--- src/rtl/bus_pkg.sv ---
// rtl/bus_pkg.sv - shared types and constants for the peripheral bus controller
//
// Holds the controller state encoding, the data returned on aborted reads,
// and the address-class and data widths used across the bus logic.
package bus_pkg;

  localparam int CLASS_W = 8;
  localparam int DATA_W  = 32;

  localparam logic [DATA_W-1:0] BUS_ERROR_DATA = 32'hDEAD_BEEF;

  typedef enum logic [1:0] {
    ST_IDLE   = 2'd0,
    ST_ACCESS = 2'd1,
    ST_DONE   = 2'd2
  } bus_state_e;

endpackage

--- src/rtl/bus_timeout_counter.sv ---
// rtl/bus_timeout_counter.sv - 8-bit access timeout counter with terminal flag
//
// Ports:
//   clock     in   bus clock
//   reset_n   in   asynchronous active-low reset
//   clear     in   reset count to zero (takes priority over enable)
//   enable    in   increment count by one
//   terminal  out  high while count equals TIMEOUT_CYCLES-1
module bus_timeout_counter
  import bus_pkg::*;
#(
  parameter int TIMEOUT_CYCLES = 16
) (
  input  logic clock,
  input  logic reset_n,
  input  logic clear,
  input  logic enable,
  output logic terminal
);

  localparam logic [CLASS_W-1:0] TC_VALUE = CLASS_W'(TIMEOUT_CYCLES - 1);

  logic [CLASS_W-1:0] count_q;
  logic [CLASS_W-1:0] count_d;

  always_comb begin
    count_d = count_q;
    if (clear) begin
      count_d = '0;
    end else if (enable) begin
      count_d = count_q + 8'd1;
    end
  end

  always_ff @(posedge clock or negedge reset_n) begin
    if (!reset_n) begin
      count_q <= '0;
    end else begin
      count_q <= count_d;
    end
  end

  assign terminal = (count_q == TC_VALUE);

endmodule

--- src/rtl/periph_bus_ctrl.sv ---
// rtl/periph_bus_ctrl.sv - processor-to-slave bus controller with wait states and timeout
//
// Ports:
//   clock               in   bus clock
//   reset_n             in   asynchronous active-low reset
//   address             in   processor word address [31:2]; bits [31:24] select the slave class
//   read, write         in   access request, held until ready
//   data_strobes        in   byte lanes for the access
//   cpu_data_in         out  registered read data to the processor
//   ready               out  one-cycle access-complete pulse
//   bus_error           out  one-cycle pulse with ready on an aborted access
//   slave_cs            out  registered one-hot slave select
//   slave_read          out  registered read strobe to the selected slave
//   slave_write         out  registered write strobe to the selected slave
//   slave_data_strobes  out  byte lanes latched with the request, held for the access
//   slave_data_out      in   flattened slave read data, slave i at [32i+31:32i]
//   slave_ready         in   per-slave completion, only the selected one is looked at
module periph_bus_ctrl
  import bus_pkg::*;
#(
  parameter int                 NUM_SLAVES     = 8,
  parameter logic [CLASS_W-1:0] CLASS_BASE     = 8'h00,
  parameter int                 TIMEOUT_CYCLES = 16
) (
  input  logic                         clock,
  input  logic                         reset_n,
  input  logic [29:0]                  address,
  input  logic                         read,
  input  logic                         write,
  input  logic [3:0]                   data_strobes,
  output logic [DATA_W-1:0]            cpu_data_in,
  output logic                         ready,
  output logic                         bus_error,
  output logic [NUM_SLAVES-1:0]        slave_cs,
  output logic                         slave_read,
  output logic                         slave_write,
  output logic [3:0]                   slave_data_strobes,
  input  logic [DATA_W*NUM_SLAVES-1:0] slave_data_out,
  input  logic [NUM_SLAVES-1:0]        slave_ready
);

  localparam logic [CLASS_W-1:0] NUM_SLAVES_C = CLASS_W'(NUM_SLAVES);

  bus_state_e              state_q, state_d;
  logic [CLASS_W-1:0]      class_q, class_d;
  logic [NUM_SLAVES-1:0]   cs_q, cs_d;
  logic                    rd_q, rd_d;
  logic                    wr_q, wr_d;
  logic [3:0]              strb_q, strb_d;
  logic                    ready_q, ready_d;
  logic                    err_q, err_d;
  logic [DATA_W-1:0]       data_q, data_d;

  logic [CLASS_W-1:0]      req_class;
  logic [NUM_SLAVES-1:0]   req_cs;
  logic                    sel_ready;
  logic [DATA_W-1:0]       sel_data;
  logic                    cnt_clear;
  logic                    cnt_enable;
  logic                    cnt_terminal;
  logic                    unused_addr_bits;

  assign unused_addr_bits = ^address[21:0];

  // address[29:22] is byte-address bits [31:24]; wraps so bases near 8'hFF work.
  assign req_class = address[29:22] - CLASS_BASE;

  always_comb begin
    req_cs = '0;
    for (int i = 0; i < NUM_SLAVES; i++) begin
      req_cs[i] = (req_class == CLASS_W'(i));
    end
  end

  // Read mux and ready select keyed on the class latched at request time.
  always_comb begin
    sel_ready = 1'b0;
    sel_data  = '0;
    for (int i = 0; i < NUM_SLAVES; i++) begin
      if (class_q == CLASS_W'(i)) begin
        sel_ready = slave_ready[i];
        sel_data  = slave_data_out[DATA_W*i +: DATA_W];
      end
    end
  end

  bus_timeout_counter #(
    .TIMEOUT_CYCLES(TIMEOUT_CYCLES)
  ) u_timeout (
    .clock    (clock),
    .reset_n  (reset_n),
    .clear    (cnt_clear),
    .enable   (cnt_enable),
    .terminal (cnt_terminal)
  );

  always_comb begin
    state_d    = state_q;
    class_d    = class_q;
    cs_d       = cs_q;
    rd_d       = rd_q;
    wr_d       = wr_q;
    strb_d     = strb_q;
    ready_d    = 1'b0;
    err_d      = 1'b0;
    data_d     = data_q;
    cnt_clear  = 1'b0;
    cnt_enable = 1'b0;

    case (state_q)
      ST_IDLE: begin
        if (read && write) begin
          state_d = ST_DONE;
          ready_d = 1'b1;
          err_d   = 1'b1;
        end else if (read || write) begin
          if (req_class < NUM_SLAVES_C) begin
            class_d   = req_class;
            cs_d      = req_cs;
            rd_d      = read;
            wr_d      = write;
            strb_d    = data_strobes;
            cnt_clear = 1'b1;
            state_d   = ST_ACCESS;
          end else begin
            state_d = ST_DONE;
            ready_d = 1'b1;
            err_d   = 1'b1;
          end
        end
      end

      ST_ACCESS: begin
        cnt_enable = 1'b1;
        // Ready is tested before the terminal count so a late slave still wins.
        if (sel_ready) begin
          if (rd_q) begin
            data_d = sel_data;
          end
          cs_d    = '0;
          rd_d    = 1'b0;
          wr_d    = 1'b0;
          ready_d = 1'b1;
          state_d = ST_DONE;
        end else if (cnt_terminal) begin
          cs_d    = '0;
          rd_d    = 1'b0;
          wr_d    = 1'b0;
          data_d  = BUS_ERROR_DATA;
          ready_d = 1'b1;
          err_d   = 1'b1;
          state_d = ST_DONE;
        end
      end

      ST_DONE: begin
        state_d = ST_IDLE;
      end

      default: begin
        state_d = ST_IDLE;
        cs_d    = '0;
        rd_d    = 1'b0;
        wr_d    = 1'b0;
      end
    endcase
  end

  always_ff @(posedge clock or negedge reset_n) begin
    if (!reset_n) begin
      state_q <= ST_IDLE;
      class_q <= '0;
      cs_q    <= '0;
      rd_q    <= 1'b0;
      wr_q    <= 1'b0;
      strb_q  <= '0;
      ready_q <= 1'b0;
      err_q   <= 1'b0;
      data_q  <= '0;
    end else begin
      state_q <= state_d;
      class_q <= class_d;
      cs_q    <= cs_d;
      rd_q    <= rd_d;
      wr_q    <= wr_d;
      strb_q  <= strb_d;
      ready_q <= ready_d;
      err_q   <= err_d;
      data_q  <= data_d;
    end
  end

  assign cpu_data_in        = data_q;
  assign ready              = ready_q;
  assign bus_error          = err_q;
  assign slave_cs           = cs_q;
  assign slave_read         = rd_q;
  assign slave_write        = wr_q;
  assign slave_data_strobes = strb_q;

endmodule

--- config.mk ---
export PLATFORM = sky130hd
export DESIGN_NAME = periph_bus_ctrl
export DESIGN_NICKNAME = d
export VERILOG_FILES = /design/src/rtl/bus_pkg.sv /design/src/rtl/bus_timeout_counter.sv /design/src/rtl/periph_bus_ctrl.sv
export SDC_FILE = /design/constraint.sdc
export NUM_CORES = 1
export LEC_CHECK = 0
export ABC_AREA = 1
export CAP_MARGIN = 5
export CORE_AREA = 4 4 134 136
export CTS_CLUSTER_DIAMETER = 80
export DETAILED_ROUTE_END_ITERATION = 7
export DIE_AREA = 0 0 138 140
export DONT_BUFFER_PORTS = 1
export GPL_TIMING_DRIVEN = 1
export PLACE_DENSITY = 0.5
export RECOVER_POWER = 100
export SLEW_MARGIN = 25
export SYNTH_ARGS = -nofsm -noshare
export SYNTH_HDL_FRONTEND = slang
export SYNTH_SLANG_ARGS = --single-unit
--- constraint.sdc ---
create_clock -name clock -period 2.5 [get_ports clock]
set_input_delay 0.125 -clock clock [delete_from_list [all_inputs] [get_ports clock]]
set_output_delay 0.125 -clock clock [all_outputs]
set_load 0.02 [all_outputs]
### Word-level counts from Yosys, hierarchy flattened

Index checks and enable logic that the tools add are counted.

* $add $sub $neg: 1
* $mul: 0
* divide/modulo/power cells: 0
* magnitude comparators: 1
* eq/ne operators: 23
* shift operators: 0
* muxes and demuxes: 56
* bitwise gates (word level): 2
* reductions and logical operators: 11

Operator list (number)
* $mux W32: 11
* $eq A8 B3 Y1 const B: 8
* $mux W8: 7
* $eq A8 B2 Y1 const B: 4
* $mux W1: 27
* $pmux W8 S3: 1
* $eq A8 B1 Y1 const B: 2
* $logic_not A8 Y1: 2
* $mux W2: 5
* $add A8 B1 Y8 const B: 1
* $eq A8 B4 Y1 const B: 1
* $lt A8 B4 Y1 const B: 1
* $ne A2 B2 Y1 const B: 4
* $ne A3 B3 Y1 const B: 2
* $pmux W1 S3: 2
* $reduce_and A5 Y1: 1
* $pmux W1 S2: 2
* $pmux W2 S2: 1
* $reduce_and A4 Y1: 1
* $reduce_bool A2 Y1: 2
* $reduce_and A3 Y1: 1
* $eq A2 B1 Y1 const B: 1
* $eq A2 B2 Y1 const B: 1
* $logic_not A2 Y1: 1
* 4 further kinds: 5

* flip-flop bits (word level): 66
* bits in latches: 0
* bits in writable memories: 0
* bits in read-only memories: 0
* bits of input ports: 302
* output and inout bits: 48
* logic and storage cells: 104
* memories kept: 0

### Logic depth before layout (Yosys ltp)

* depth in word-level cells: 11
* mapped depth: 14
* mapped depth without buffers: 12

### Cells and area by module

Synthesis repeated with hierarchy kept, for this count alone.

* cell total of the unflattened synthesis: 900
* area total of the unflattened synthesis: 5307.6 um^2

Modules (own cells, without submodules)
* periph_bus_ctrl: times used 1, cells each 839, area an instance 4850.9 um^2
* bus_timeout_counter: times used 1, cells each 61, area an instance 456.7 um^2

### Worst setup path after synthesis

No wires, ideal clock.

* kind: register -> register
* start point: register class_q[7]
* end point: register rd_q, in the netlist slave_read
* arrival: 1.741 ns
* data required time: 2.383 ns
* setup slack: 0.642 ns
* stages on the path, launching flop included: 14
* path buffers: 2
* period minus slack after synthesis: 1.858 ns
* path through: dfrtp_1 > nor2_1 > nand2_2 > nor2_4 > inv_2 > nor2_4 > inv_2 > or2_1 > nand2_2 > buf_6 > nand3_2 > buf_6 > nand3_1 > nand2_1

* word-level cells in the longest chain between the ends: 11
* elaborated cells on any way between the ends: 20

Ends and longest elaborated chain
* start, declared: line periph_bus_ctrl.sv:45 `logic [CLASS_W-1:0] class_q, class_d;`
* start signal, assigned: line periph_bus_ctrl.sv:182 `class_q <= class_d;`
* $logic_not A8 Y1: line periph_bus_ctrl.sv:80 `if (class_q == CLASS_W'(i)) begin`
* $mux W1 (7 in a row): line periph_bus_ctrl.sv:80
* $mux W1 *: line periph_bus_ctrl.sv:80
* $ne A3 B3 Y1 (no source line) or $mux W1 (tied branches)
* $reduce_and A5 Y1 (no source line) or $pmux W1 S3 (tied branches)
* end signal, assigned: line periph_bus_ctrl.sv:184 `rd_q <= rd_d;`
* end, declared: line periph_bus_ctrl.sv:47 `logic rd_q, rd_d;`

Every way passes the cells marked *; elsewhere a longest branch is shown, timed or not.
A chain may end at the register's enable or synchronous reset.

### Final worst setup path

* start point: register class_q[0]
* end point: register data_q[27], in the netlist cpu_data_in[27]

* word-level cells in the longest chain between the ends: 11
* elaborated cells on any way between the ends: 29

Ends and longest elaborated chain
* $logic_not A8 Y1: line periph_bus_ctrl.sv:80
* $mux W1 or $mux W32 (tied branches) (8 in a row): line periph_bus_ctrl.sv:80
* $ne A2 B2 Y1 (no source line), or another cell as far along
* $reduce_and A3 Y1 (no source line) or $mux W32 (tied branches)
* end signal, assigned: line periph_bus_ctrl.sv:189 `data_q <= data_d;`
* end, declared: line periph_bus_ctrl.sv:52 `logic [DATA_W-1:0] data_q, data_d;`

Several ways; a longest one is shown, not always the timed one. The select of a mux whose other input is x is not followed.

==> qor.txt <==
fin. max-slew vios - 67
mean post-synth cell area - 5.90 um^2
Max Cap Violations - 1
crit-path max FO - 23
Worst setup SP type - flop
wire per inst - 20.6 um
leak pwr - 2.92 nW
CP peak stage delay - 440 ps
vias in the first global route - 5670
Worst Path Arrival - 2420 ps
CP cell instances - nand2_1 -> inv_2 -> nand2_1 -> buf_4 -> nor2_1 -> nor2_1 -> nand4_1 -> nor2_1 -> nand2_1 -> nand3_1 -> nand2_1
synthesized area - 5180 um^2
Max IR drop VDD - 480 uV
Routability Congestion - 0.977
count of different cell masters after synthesis - 30
DRT iter0 DRCs - 389
hpwl dp - 17900 um
final hold vios - 0
final worst path period share - 87.5%
Post-synth EDFFs - 0
Crit Path Class - reg -> reg
crit path capture type - flop
Core ar. - 16900 um^2
Reg area - 1650 um^2
IO Pins - 350
DIE HEIGHT - 140 um
Initial Util - 30.6%
failing checks - max-capacitance violations, max-slew violations
post-synth top area share - 31.9%
final core occ - 34.7%
nets@finish - 1180
Area Overhead vs Synth - 13.3%
slowest CP cell - dfrtp_1
Slew Limit Headroom - -13.1%
IO buf count - 0
vias per cell - 5.12
Syn. warnings - 0
iteration count of the initial detailed-routing pass - 4
top-count cell post-synth - nand2_1
Final Skew - 7.30 ps
pin count of the biggest net entering global routing - 67
WL final - 22800 um
final worst setup slack - 312 ps
Ant. Diodes - 0
Overall Power - 0.00293 W
DRC - 0
CP most frequent cell - nand2_1
cell taking the most area after synthesis - dfrtp_1
Clock Path Buffers - 2
Global Route Usage Sum - 23.0%
TritonCTS clock tree - built
initial antenna violation count - 2
RSZ-0062 raised after global routing - no
share of cells above drive strength 1 - 6.46%
Final setup viols - 0
worst hold path type - in -> reg
Worst EP required - 2730 ps
first-pass GRT wire length - 34200 um
fillers - 1963
Worst Path Buf+Inv - 2
post-synthesis register bit count - 66
top post-synthesis cells by count - 281 x nand2_1, 159 x nand3_1, 154 x nor2_1
Routed Antenna Nets - 0
Post-Syn Instances - 878
Fin Setup TNS - 0 ps
worst slew pin tran - 1700 ps
depth of the CTS H-tree - 3
fmax - 457 MHz
CTS sink cnt - 66
footprint of the multi-input gates - 2970 um^2
clock-pin slew on the worst setup and hold paths - 60 ps
Synth Net Count - 1181
power per cell area - 499 nW/um^2
commonest register cell after synthesis - dfrtp_1
DR vias - 5672
Root Buffer - clkbuf_16
CTS buffer count - 9
Die Wd - 138 um
clock latency on the worst-skew pair - 340 ps
post-synthesis async set-or-reset flop share - 100%
GRT overflow - 0
DP Worst Slack - 270 ps
# rows - 48
synth top area cells - dfrtp_1 32%, nand2_1 20%, nand3_1 15%
delay-heaviest family, CP - simple AND/OR/NAND/NOR gates
fin crit period - 2190 ps
sequential share of the synthesized area - 31.9%
outcome - complete, but fails checks
Die ar. - 19300 um^2
-- path summary, 6_finish.rpt --
kind | start | end | slack (ps) | cells after the start
setup reg to reg | class_q[0] | cpu_data_in[27] | 310 | 11
hold reg to reg | u_timeout.count_q[7] | u_timeout.count_q[7] | 460 | 1
hold / removal | address[24] | class_q[2] | 30 | 2
min in group asynchronous | reset_n | cpu_data_in[6] | 880 | 2
max in group asynchronous | reset_n | u_timeout.count_q[3] | 600 | 2
setup / recovery | class_q[0] | cpu_data_in[27] | 310 | 11
-- registers in the layout (all words and copies together), names as in the netlist --
| name | flops |
|---|---|
| bus_error | 1 |
| class_q | 8 |
| cpu_data_in | 32 |
| ready | 1 |
| slave_cs | 8 |
| slave_data_strobes | 4 |
| slave_read | 1 |
| slave_write | 1 |
| state_q | 2 |
| u_timeout.count_q | 8 |
-- stage by stage --
stage               hold WS, ps  cell area [um^2]  std cells
floorplan                  -171              5180        878
global placement           -169              5470       1079
detailed placement         -168              5470       1079
CTS                        12.4              5890       1107
global route               34.6              5870       1107
finish                     26.0              5870       1107
-- report_power, final --
part / total (W) / leakage [nW] / internal [W] / switching, W
combinational: 0.000391 / 1.89 / 0.000126 / 0.000265
sequential: 0.00129 / 0.888 / 0.00117 / 0.000127
clock: 0.00125 / 0.136 / 0.000768 / 0.000477
-- cells in the final DEF, fill, tap and decap left out --
| cell | count |
|---|---|
| clkinv_1 | 1 |
| dfrtp_1 | 66 |
| clkbuf_1 | 3 |
| nand4_1 | 33 |
| nor3_1 | 5 |
| inv_2 | 5 |
| o21ai_0 | 7 |
| nand3_1 | 160 |
| o21bai_1 | 4 |
| buf_6 | 1 |
| nor2_1 | 151 |
| nor4_2 | 1 |
| nor3_2 | 1 |
| dlygate4sd3_1 | 11 |
| nor2_4 | 4 |
| nand3_2 | 1 |
| nand2_1 | 281 |
| buf_4 | 13 |
| nand2_2 | 2 |
| inv_4 | 1 |
| clkinvlp_4 | 2 |
| clkbuf_16 | 9 |
| or2_2 | 4 |
| ha_1 | 1 |
| a21oi_1 | 9 |
| nand2_4 | 1 |
| o21ai_1 | 1 |
| o211ai_1 | 2 |
| clkinv_2 | 2 |
| clkbuf_2 | 1 |
| nor4_1 | 2 |
| buf_12 | 5 |
| o221ai_1 | 1 |
| nor2_2 | 3 |
| bufinv_16 | 1 |
| or2_1 | 1 |
| inv_1 | 86 |
-- logic make-up (layout without fill, tap and decap cells) --
family | after synthesis | in the layout | synth area share [%]
adder cells (fa/ha/maj) | 1 | 1 | 0.241
buffers and inverters | 137 | 141 | 11.2
AND/OR/NAND/NOR | 650 | 650 | 54.0
flip-flops | 66 | 66 | 31.9
AO/OA/AOI/OAI | 24 | 24 | 2.68
-- final cells by class --
| cell class | instances | area share [%] |
|---|---|---|
| clock buffers | 11 | 3.97 |
| clock inverters | 5 | 0.938 |
| inverters | 93 | 5.99 |
| multi-input cells | 675 | 50.6 |
| flip-flops and latches | 66 | 28.1 |
| well taps | 225 | 4.80 |
| repair buffers | 32 | 5.59 |
-- what timing repair did --
item,in CTS,in global routing
hold endpoints to repair,76,0
setup endpoints to repair,0,18
hold buffers,12,0
resized for setup,0,2
buffers inserted,0,0
-- layer usage --
metal  up-vias  wire length (um)  track usage [%]
li1       2782                 -                -
met1      2593              9270             28.0
met2       262             11200             38.8
met3        31              1720             7.24
met4         4               624             7.54
met5         -                21                0
Note: power is estimated with default switching activity, not from simulation.
